<file path="src/rtl/otter_pipe_pkg.sv">
// Shared types, constants and helpers for the OTTER elastic pipeline stage.
package otter_pipe_pkg;

  typedef enum logic [1:0] {EMPTY, ONE, FULL} pipe_state_t;

  localparam logic [31:0] NOP_INSTR = 32'h0000_0013;

  // Increment val, holding at the all-ones value of a width-bit counter.
  function automatic logic [63:0] sat_inc(input logic [63:0] val, input int unsigned width);
    logic [63:0] max_val;
    max_val = (width >= 64) ? '1 : ((64'd1 << width) - 64'd1);
    return (val >= max_val) ? val : val + 64'd1;
  endfunction

endpackage

</file>
<file path="src/rtl/otter_pipe_stage.sv">
// Elastic valid/ready pipeline register with optional skid entry, flush-to-bubble
// and saturating stall/flush event counters.
module otter_pipe_stage
  import otter_pipe_pkg::*;
#(
  parameter int unsigned       DATA_W = 64,
  parameter bit                SKID   = 1'b1,
  parameter logic [DATA_W-1:0] BUBBLE = DATA_W'(NOP_INSTR),
  parameter int unsigned       CNT_W  = 16
) (
  input  logic              CLK,
  input  logic              RESET,
  input  logic              FLUSH,
  input  logic              in_valid,
  output logic              in_ready,
  input  logic [DATA_W-1:0] in_data,
  output logic              out_valid,
  input  logic              out_ready,
  output logic [DATA_W-1:0] out_data,
  output logic [CNT_W-1:0]  stall_cnt,
  output logic [CNT_W-1:0]  flush_cnt
);

  pipe_state_t       state_q, state_d;
  logic [DATA_W-1:0] main_q, main_d, skid_q;
  logic [CNT_W-1:0]  stall_q, flush_q;
  logic              in_fire, out_fire;

  assign in_fire  = in_valid & in_ready;
  assign out_fire = out_valid & out_ready;

  always_ff @(posedge CLK or posedge RESET) begin
    if (RESET) begin
      state_q <= EMPTY;
      main_q  <= BUBBLE;
    end else begin
      state_q <= state_d;
      main_q  <= main_d;
    end
  end

  always_comb begin
    state_d = state_q;
    main_d  = main_q;
    unique case (state_q)
      EMPTY: begin
        if (in_fire) begin
          state_d = ONE;
          main_d  = in_data;
        end
      end
      ONE: begin
        if (in_fire && out_fire) begin
          main_d = in_data;
        end else if (in_fire) begin
          state_d = FULL;
        end else if (out_fire) begin
          state_d = EMPTY;
        end
      end
      FULL: begin
        if (out_fire) begin
          state_d = ONE;
          main_d  = skid_q;
        end
      end
      default: state_d = EMPTY;
    endcase
    if (FLUSH) begin
      state_d = EMPTY;
    end
  end

  always_comb begin
    out_valid = (state_q != EMPTY);
    out_data  = out_valid ? main_q : BUBBLE;
  end

  if (SKID) begin : g_skid
    logic in_ready_q;

    // Capture into the skid entry whenever ONE would advance to FULL; a flush in the
    // same cycle leaves stale data here, which is harmless since the state is EMPTY.
    always_ff @(posedge CLK or posedge RESET) begin
      if (RESET) begin
        skid_q     <= BUBBLE;
        in_ready_q <= 1'b1;
      end else begin
        if ((state_q == ONE) && in_fire && !out_fire) begin
          skid_q <= in_data;
        end
        in_ready_q <= (state_d != FULL);
      end
    end

    assign in_ready = in_ready_q;
  end else begin : g_no_skid
    assign skid_q   = BUBBLE;
    assign in_ready = !out_valid | out_ready;
  end

  always_ff @(posedge CLK or posedge RESET) begin
    if (RESET) begin
      stall_q <= '0;
      flush_q <= '0;
    end else begin
      if (out_valid && !out_ready) begin
        stall_q <= CNT_W'(sat_inc(64'(stall_q), CNT_W));
      end
      if (FLUSH && out_valid) begin
        flush_q <= CNT_W'(sat_inc(64'(flush_q), CNT_W));
      end
    end
  end

  assign stall_cnt = stall_q;
  assign flush_cnt = flush_q;

endmodule

</file>
<file path="config.mk">
export PLATFORM = sky130hd
export DESIGN_NAME = otter_pipe_stage
export DESIGN_NICKNAME = d
export VERILOG_FILES = /design/src/rtl/otter_pipe_pkg.sv /design/src/rtl/otter_pipe_stage.sv
export SDC_FILE = /design/constraint.sdc
export NUM_CORES = 1
export LEC_CHECK = 0
export ABC_CLOCK_PERIOD_IN_PS = 7400
export BUFFER_PORTS_ARGS = -buffer_cell sky130_fd_sc_hd__buf_2
export CORE_ASPECT_RATIO = 0.75
export CORE_MARGIN = 4
export CORE_UTILIZATION = 50
export CTS_BUF_LIST = sky130_fd_sc_hd__clkbuf_8
export CTS_CLUSTER_SIZE = 40
export DETAILED_ROUTE_END_ITERATION = 16
export PLACE_DENSITY = 0.81
export SKIP_LAST_GASP = 1
export SLEW_MARGIN = 10
export SYNTH_ARGS = -nofsm -noshare
export SYNTH_HDL_FRONTEND = slang
export SYNTH_SLANG_ARGS = --single-unit
</file>
<file path="constraint.sdc">
create_clock -name CLK -period 7.4 [get_ports CLK]
set_input_delay 0.37 -clock CLK [delete_from_list [all_inputs] [get_ports CLK]]
set_output_delay 0.37 -clock CLK [all_outputs]
set_load 0.005 [all_outputs]
</file>
==> reports/results.ini, run 1 <==
[die]
fp-row-count=39
coreArea_sq_mm=0.0152
start_util=0.509
die_x_microns=152
die_h_microns=116
die-area_sq_mm=0.0175
ios=167

[cts]
clk_root_buffer_cell=clkbuf_8
numCtsBuffers=17
post_cts_resized=0
cts_tree=yes
cts_setup_buffers=0
h-tree-depth=4
clk_pin_slew_ns=0.09
cts_buffer_depth=2
cts_hold_buf=0
clk_latency_ns=0.45
cts_sinks=163

[logic_synthesis]
syn_area_per_cell_sq_um=13.2
synth_seq_area_share=0.529
synth_seq_cells=163
syn_area_sq_mm=0.00772
synth_nets=654
synth_edf_count=0
synthCells=583
async_flop_share=1.00
ys_types=42
ys_warn_count=0
synth_flop_cell=dfrtp_1

[placement]
post-dp-hpwl_mm=11.3
io_buffers=166
place_ws_ns=4.66
finalWeightedCongestion=0.873

[setup_path]
required_ns=7.74
worst_setup_path_end_kind=flop
reg2reg_depth=4
arrival_ns=3.06
path_class=flop to flop
reg2reg_from=state_q[1]$_DFF_PP0_
critPathMaxFanout=66
reg2reg_setup_slack_ns=4.67
worst_setup_path_start_kind=flop
r2r_end=stall_cnt[1]$_DFFE_PP0P_

[final_layout]
fin_util=0.604
syn_to_final_growth_pct=18.6
drive_gt1_frac=0.532
diodes=0
layout_common_cells=180 x mux2_2, 166 x buf_2, 156 x dfrtp_1, 61 x and2_1, 25 x xor2_1
final_nets=810
layout_commonest_cell=mux2_2

[sta]
fmax_ghz=0.367
rsz0062_at_grt=false
period_share=0.368
finClkSkew_ns=0.0162
layout_setup_ws_ns=4.67
setup_viol=0
finalHoldViolations=0
final_max_slew_viol_count=0
worst-slew-pin-transition_ns=1.06
slew_headroom=0.292
min_period_ns=2.73
setup_tns_ns=0

[global_route]
grt_max_degree=84
grt_pass1_vias=5439
grt_pass1_wl_mm=27.3
overflow=0
antenna_found_initial=1
grt.total_usage=0.198

[power]
powerDensity_mw_per_mm2=264
cellLeakagePower_uw=0.00435
ir_drop_v=0.000202

[detailed_routing]
drcViolationCount=0
initialDrtViolationCount=254
routed_wl_mm=16.9
vias=5226
vias_per_cell=5.46
ant_nets=0
drt-pass1-iter-count=4
routedWlPerCell_microns=17.7

[status]
outcome=completed

[run]
cap_violations=0

[hold_path]
hold_class=input port to asynchronous set/reset pin

## cell families after synthesis
| logic type | after synthesis | share of synthesized area |
|---|---|---|
| simple gates | 140 | 0.109 |
| mux | 195 | 0.285 |
| xor+xnor | 28 | 0.0318 |
| fa+ha+maj | 2 | 0.00324 |
| compound gates | 19 | 0.0186 |
| flops | 163 | 0.529 |
| buf+inv | 36 | 0.0235 |
## synthesized netlist by cell type (7+ instances only)
cell | count | area, sq um
and2_1 | 61 | 382
buf_2 | 16 | 80.1
buf_4 | 7 | 52.6
clkbuf_1 | 10 | 37.5
dfrtp_1 | 156 | 3900
dfstp_2 | 7 | 184
mux2_1 | 13 | 146
mux2_2 | 180 | 2030
nand2_1 | 16 | 60.1
nand3_1 | 8 | 40.0
nand4_1 | 11 | 68.8
nor3_1 | 8 | 40.0
nor4_1 | 8 | 50.1
xor2_1 | 25 | 219
## metal layers
layer / global-route usage / up-vias / part of all wire
met5: 0 / - / 0.00041
met4: 0.0688 / 2 / 0.015
met2: 0.324 / 193 / 0.48
met3: 0.0625 / 22 / 0.082
li1: - / 2387 / -
met1: 0.253 / 2622 / 0.42
## worst max path at each step
| stage | slack [ns] | cells after the start | from | to |
|---|---|---|---|---|
| 4_1_cts | 4.64 | 4 | state_q[1]$_DFF_PP0_ | stall_cnt[1]$_DFFE_PP0P_ |
| 3_3_place_gp | 4.74 | 4 | state_q[1]$_DFF_PP0_ | stall_cnt[1]$_DFFE_PP0P_ |
| 3_5_place_dp | 4.66 | 4 | state_q[1]$_DFF_PP0_ | stall_cnt[1]$_DFFE_PP0P_ |
| 6_report | 4.67 | 4 | state_q[1]$_DFF_PP0_ | stall_cnt[1]$_DFFE_PP0P_ |
| 2_1_floorplan | 2.64 | 1 | RESET | flush_cnt[0]$_DFFE_PP0P_ |
| 5_1_grt | 4.41 | 4 | state_q[1]$_DFF_PP0_ | stall_cnt[1]$_DFFE_PP0P_ |
## power breakdown
| group | switching (uW) | internal (uW) | total (uW) |
|---|---|---|---|
| Sequential | 126 | 1090 | 1220 |
| Combinational | 187 | 263 | 450 |
| Clock | 327 | 420 | 747 |
## per-stage QoR
| stage | total power (uW) | instances | area, sq um | hold WS (ns) |
|---|---|---|---|---|
| after floorplan | 1510 | 583 | 7720 | 0.442 |
| after global placement | 1640 | 925 | 8700 | 0.465 |
| after detailed placement | 1690 | 925 | 8700 | 0.478 |
| after CTS | 2440 | 957 | 9160 | 0.0556 |
| after global routing | 2550 | 957 | 9160 | 0.0957 |
| final | 2420 | 957 | 9160 | 0.0454 |
## state kept, by name, indices dropped and copies added (netlist names)
name / flops
in_ready: 1
main_q: 64
skid_q: 64
state_q: 2
flush_cnt: 16
stall_cnt: 16
## layout make-up
cell class                      count  area, sq um
Tap cell                          205          256
Inverter                            3         16.3
Clock buffer                       19          262
Timing Repair Buffer              170          861
Fill cell                        1173         6010
Clock inverter                     13          205
Sequential cell                   163         4090
Multi-Input combinational cell    384         3470
## worst max-delay path: stages (launching register included)
cell,delay (ns)
dfrtp_1,0.52
or2_2,0.87
nand2b_1,0.55
nor2_1,0.31
mux2_2,0.36
Note: power is estimated with default switching activity, not from simulation.
==> inputs of run 2 (changes only) <==
--- a/config.mk
+++ b/config.mk
@@ -5,7 +5,8 @@
 export SDC_FILE = /design/constraint.sdc
 export NUM_CORES = 1
 export LEC_CHECK = 0
-export ABC_CLOCK_PERIOD_IN_PS = 7400
+export ABC_AREA = 1
+export ABC_CLOCK_PERIOD_IN_PS = 2300
 export BUFFER_PORTS_ARGS = -buffer_cell sky130_fd_sc_hd__buf_2
 export CORE_ASPECT_RATIO = 0.75
 export CORE_MARGIN = 4
@@ -13,7 +14,7 @@
 export CTS_BUF_LIST = sky130_fd_sc_hd__clkbuf_8
 export CTS_CLUSTER_SIZE = 40
 export DETAILED_ROUTE_END_ITERATION = 16
-export PLACE_DENSITY = 0.81
+export PLACE_DENSITY = 0.84
 export SKIP_LAST_GASP = 1
 export SLEW_MARGIN = 10
 export SYNTH_ARGS = -nofsm -noshare
==> constraint.sdc (replaced) <==
create_clock -name CLK -period 2.3 [get_ports CLK]
set_input_delay 0.115 -clock CLK [delete_from_list [all_inputs] [get_ports CLK]]
set_output_delay 0.115 -clock CLK [all_outputs]
set_load 0.005 [all_outputs]
==> run 2 against run 1 <==
Against the previous run:
- clock power rose to 2.6 times the previous value
- hold slack improved by 0.028 ns
- count of clock-buffer cells in the layout is the same
- via count rose by 41%
- core utilization rose by 4.6 points
- total power rose to 2.9 times the previous value
- combinational power grew to 3.2 times the previous value
- synthesized cell count rose by 80%
- die area grew 3.6%
- first-iteration DRC count grew 110%
- wire length is 20% higher
- critical path type is now flop to primary output
- largest cell class unchanged
==> reports/results.ini, run 2 <==
[power]
seqPwrFrac=0.522
ir_drop_v=0.000462
p_int_uw=4920
swShare=0.303
powerDensity_mw_per_mm2=703
clockPowerShare=0.271
power_switching_uw=2140
comb_power_share=0.206
cellLeakagePower_uw=0.00528

[cts]
h-tree-depth=4
numCtsBuffers=17
cts_tree=yes
post_cts_resized=0
clk_pin_slew_ns=0.07
clk_latency_ns=0.45
cts_setup_buffers=0
cts_sinks=163
cts_buffer_depth=2
clk_root_buffer_cell=clkbuf_8

[final_layout]
multi_input_comb_area_sq_mm=0.00308
reg_top3=main_q x64, skid_q x64
syn_to_final_growth_pct=25.2
area.sequential_sq_mm=0.00409
layout_commonest_cell=nand2_1
nFillCells=1268
drive_gt1_frac=0.178
final_nets=1330
layout_common_cells=327 x nand2_1, 178 x o21ai_0, 166 x buf_2, 158 x inv_1, 156 x dfrtp_1

[logic_synthesis]
yosysMostFrequentCell=nand2_1
synth_simple_gate_area_frac=0.225
synth.top_cells.by_area=dfrtp_1 49%, nand2_1 15%, o21ai_0 11%
async_flop_share=1.00
synthXorXnorAreaFrac=0.0153
synth_flop_cell=dfrtp_1
synth_compound_area_frac=0.139
ys_warn_count=0
muxShareOfSynthArea=0
synth_seq_cells=163
syn_area_sq_mm=0.00802
synth_seq_area_share=0.510
synth_common_cells=328 x nand2_1, 178 x o21ai_0, 156 x dfrtp_1
synth_edf_count=0
yosys.area.top_type_share=0.487
synth_nets=1120
synth_fa_ha_area_frac=0.00312
synth_top_area_cell=dfrtp_1
ys_types=29
syn_area_per_cell_sq_um=7.65
synth_top_family_by_area=simple AND/OR/NAND/NOR gates
synthCells=1049

[global_route]
antenna_found_initial=2
grt_pass1_wl_mm=34.1
grt.total_usage=0.225
overflow=0
grt_pass1_vias=7129
grt_max_degree=129

[setup_path]
worst_setup_path_start_kind=flop
arrival_ns=1.81
critPathMaxFanout=62
worst_setup_path_end_kind=primary output
required_ns=2.18
path_class=flop to primary output

[run]
cap_violations=0

[sta]
slew_headroom=0.587
finClkSkew_ns=0.0218
setup_tns_ns=0
period_share=0.836
finalHoldViolations=0
min_period_ns=1.92
fmax_ghz=0.520
rsz0062_at_grt=false
whs_ns=0.0738
worst-slew-pin-transition_ns=0.619
final_max_slew_viol_count=0
setup_viol=0

[detailed_routing]
vias_per_cell=4.98
routed_wl_mm=20.2
routedWlPerCell_microns=13.7
ant_nets=0
drt-pass1-iter-count=5
drcViolationCount=0
initialDrtViolationCount=521
vias=7363

[hold_path]
hold_class=input port to flop

[die]
die_x_microns=154
fp-row-count=39
coreArea_sq_mm=0.0155
ios=167
start_util=0.519
die-area_sq_mm=0.0182
die_h_microns=118

[placement]
finalWeightedCongestion=0.856
io_buffers=166
post-dp-hpwl_mm=12.7

[status]
outcome=completed

-- run 2: power groups by stage --
stage / clock network [uW] / registers (uW) / logic (uW)
2_1_floorplan: 0 / 3690 / 899
3_3_place_gp: 0 / 3710 / 1310
3_5_place_dp: 0 / 3740 / 1350
4_1_cts: 1960 / 3690 / 1450
5_1_grt: 2080 / 3740 / 1690
6_report: 1920 / 3690 / 1460
-- run 2: cell families (layout without fill, tap and decap cells) --
family	count (synthesis)	count (layout)
and+or+nand+nor	455	455
buffers and inverters	209	432
AOI/OAI and AO/OA	206	206
DFF	163	163
xor gates and xnor gates	14	14
adders and majority gates	2	2
other	0	2
-- run 2: worst paths after layout --
check,from,end,slack (ns),depth (start not counted)
worst min-delay path,in_valid,state_q[0]$_DFF_PP0_,0.07,4
worst max register to register,stall_cnt[0]$_DFFE_PP0P_,stall_cnt[13]$_DFFE_PP0P_,0.43,8
max in group asynchronous,RESET,in_ready$_DFF_PP1_,1.35,4
worst max-delay path,state_q[1]$_DFF_PP0_,out_data[1],0.38,5
min in group asynchronous,RESET,main_q[44]$_DFFE_PP0P_,0.28,3
worst min register to register,skid_q[36]$_DFFE_PP0P_,skid_q[36]$_DFFE_PP0P_,0.49,2
-- run 2: what timing repair did --
item | in CTS | in global routing
endpoints found under the setup margin | 0 | 0
hold buffers | 66 | 0
hold endpoints to repair | 113 | 0
-- run 2: through the flow --
step                      utilization  total power, uW  setup WS (ns)  area [sq um]  std cells
after global routing            0.649             7520          0.257         10000       1479
after detailed placement        0.583             5090          0.470          9020       1379
after global placement          0.583             5020          0.567          9020       1379
after floorplan                     -             4590          0.120          8030       1049
final                           0.649             7060          0.377         10000       1479
after CTS                       0.649             7100          0.362         10000       1477
-- run 2: per-layer routing --
metal / wire [microns] / vias to the layer above / track usage
li1: - / 3655 / -
met1: 9080 / 3443 / 0.311
met2: 9730 / 235 / 0.359
met3: 1040 / 30 / 0.0379
met4: 336 / 0 / 0.0816
met5: 0 / - / 0
-- run 2: worst max-delay path, stage by stage, from the launching register on --
cell and delay (ns):
dfrtp_1 0.46, nor2_4 0.19, buf_12 0.31, inv_1 0.17, nand2_1 0.12, buf_2 0.13
-- run 2: layout make-up --
class | count | area share
Sequential cell | 163 | 0.407
Multi-Input combinational cell | 677 | 0.307
Timing Repair Buffer | 242 | 0.165
Inverter | 158 | 0.0597
Clock buffer | 19 | 0.0260
Tap cell | 205 | 0.0255
Clock inverter | 13 | 0.00972
Antenna cell | 2 | 0.000498
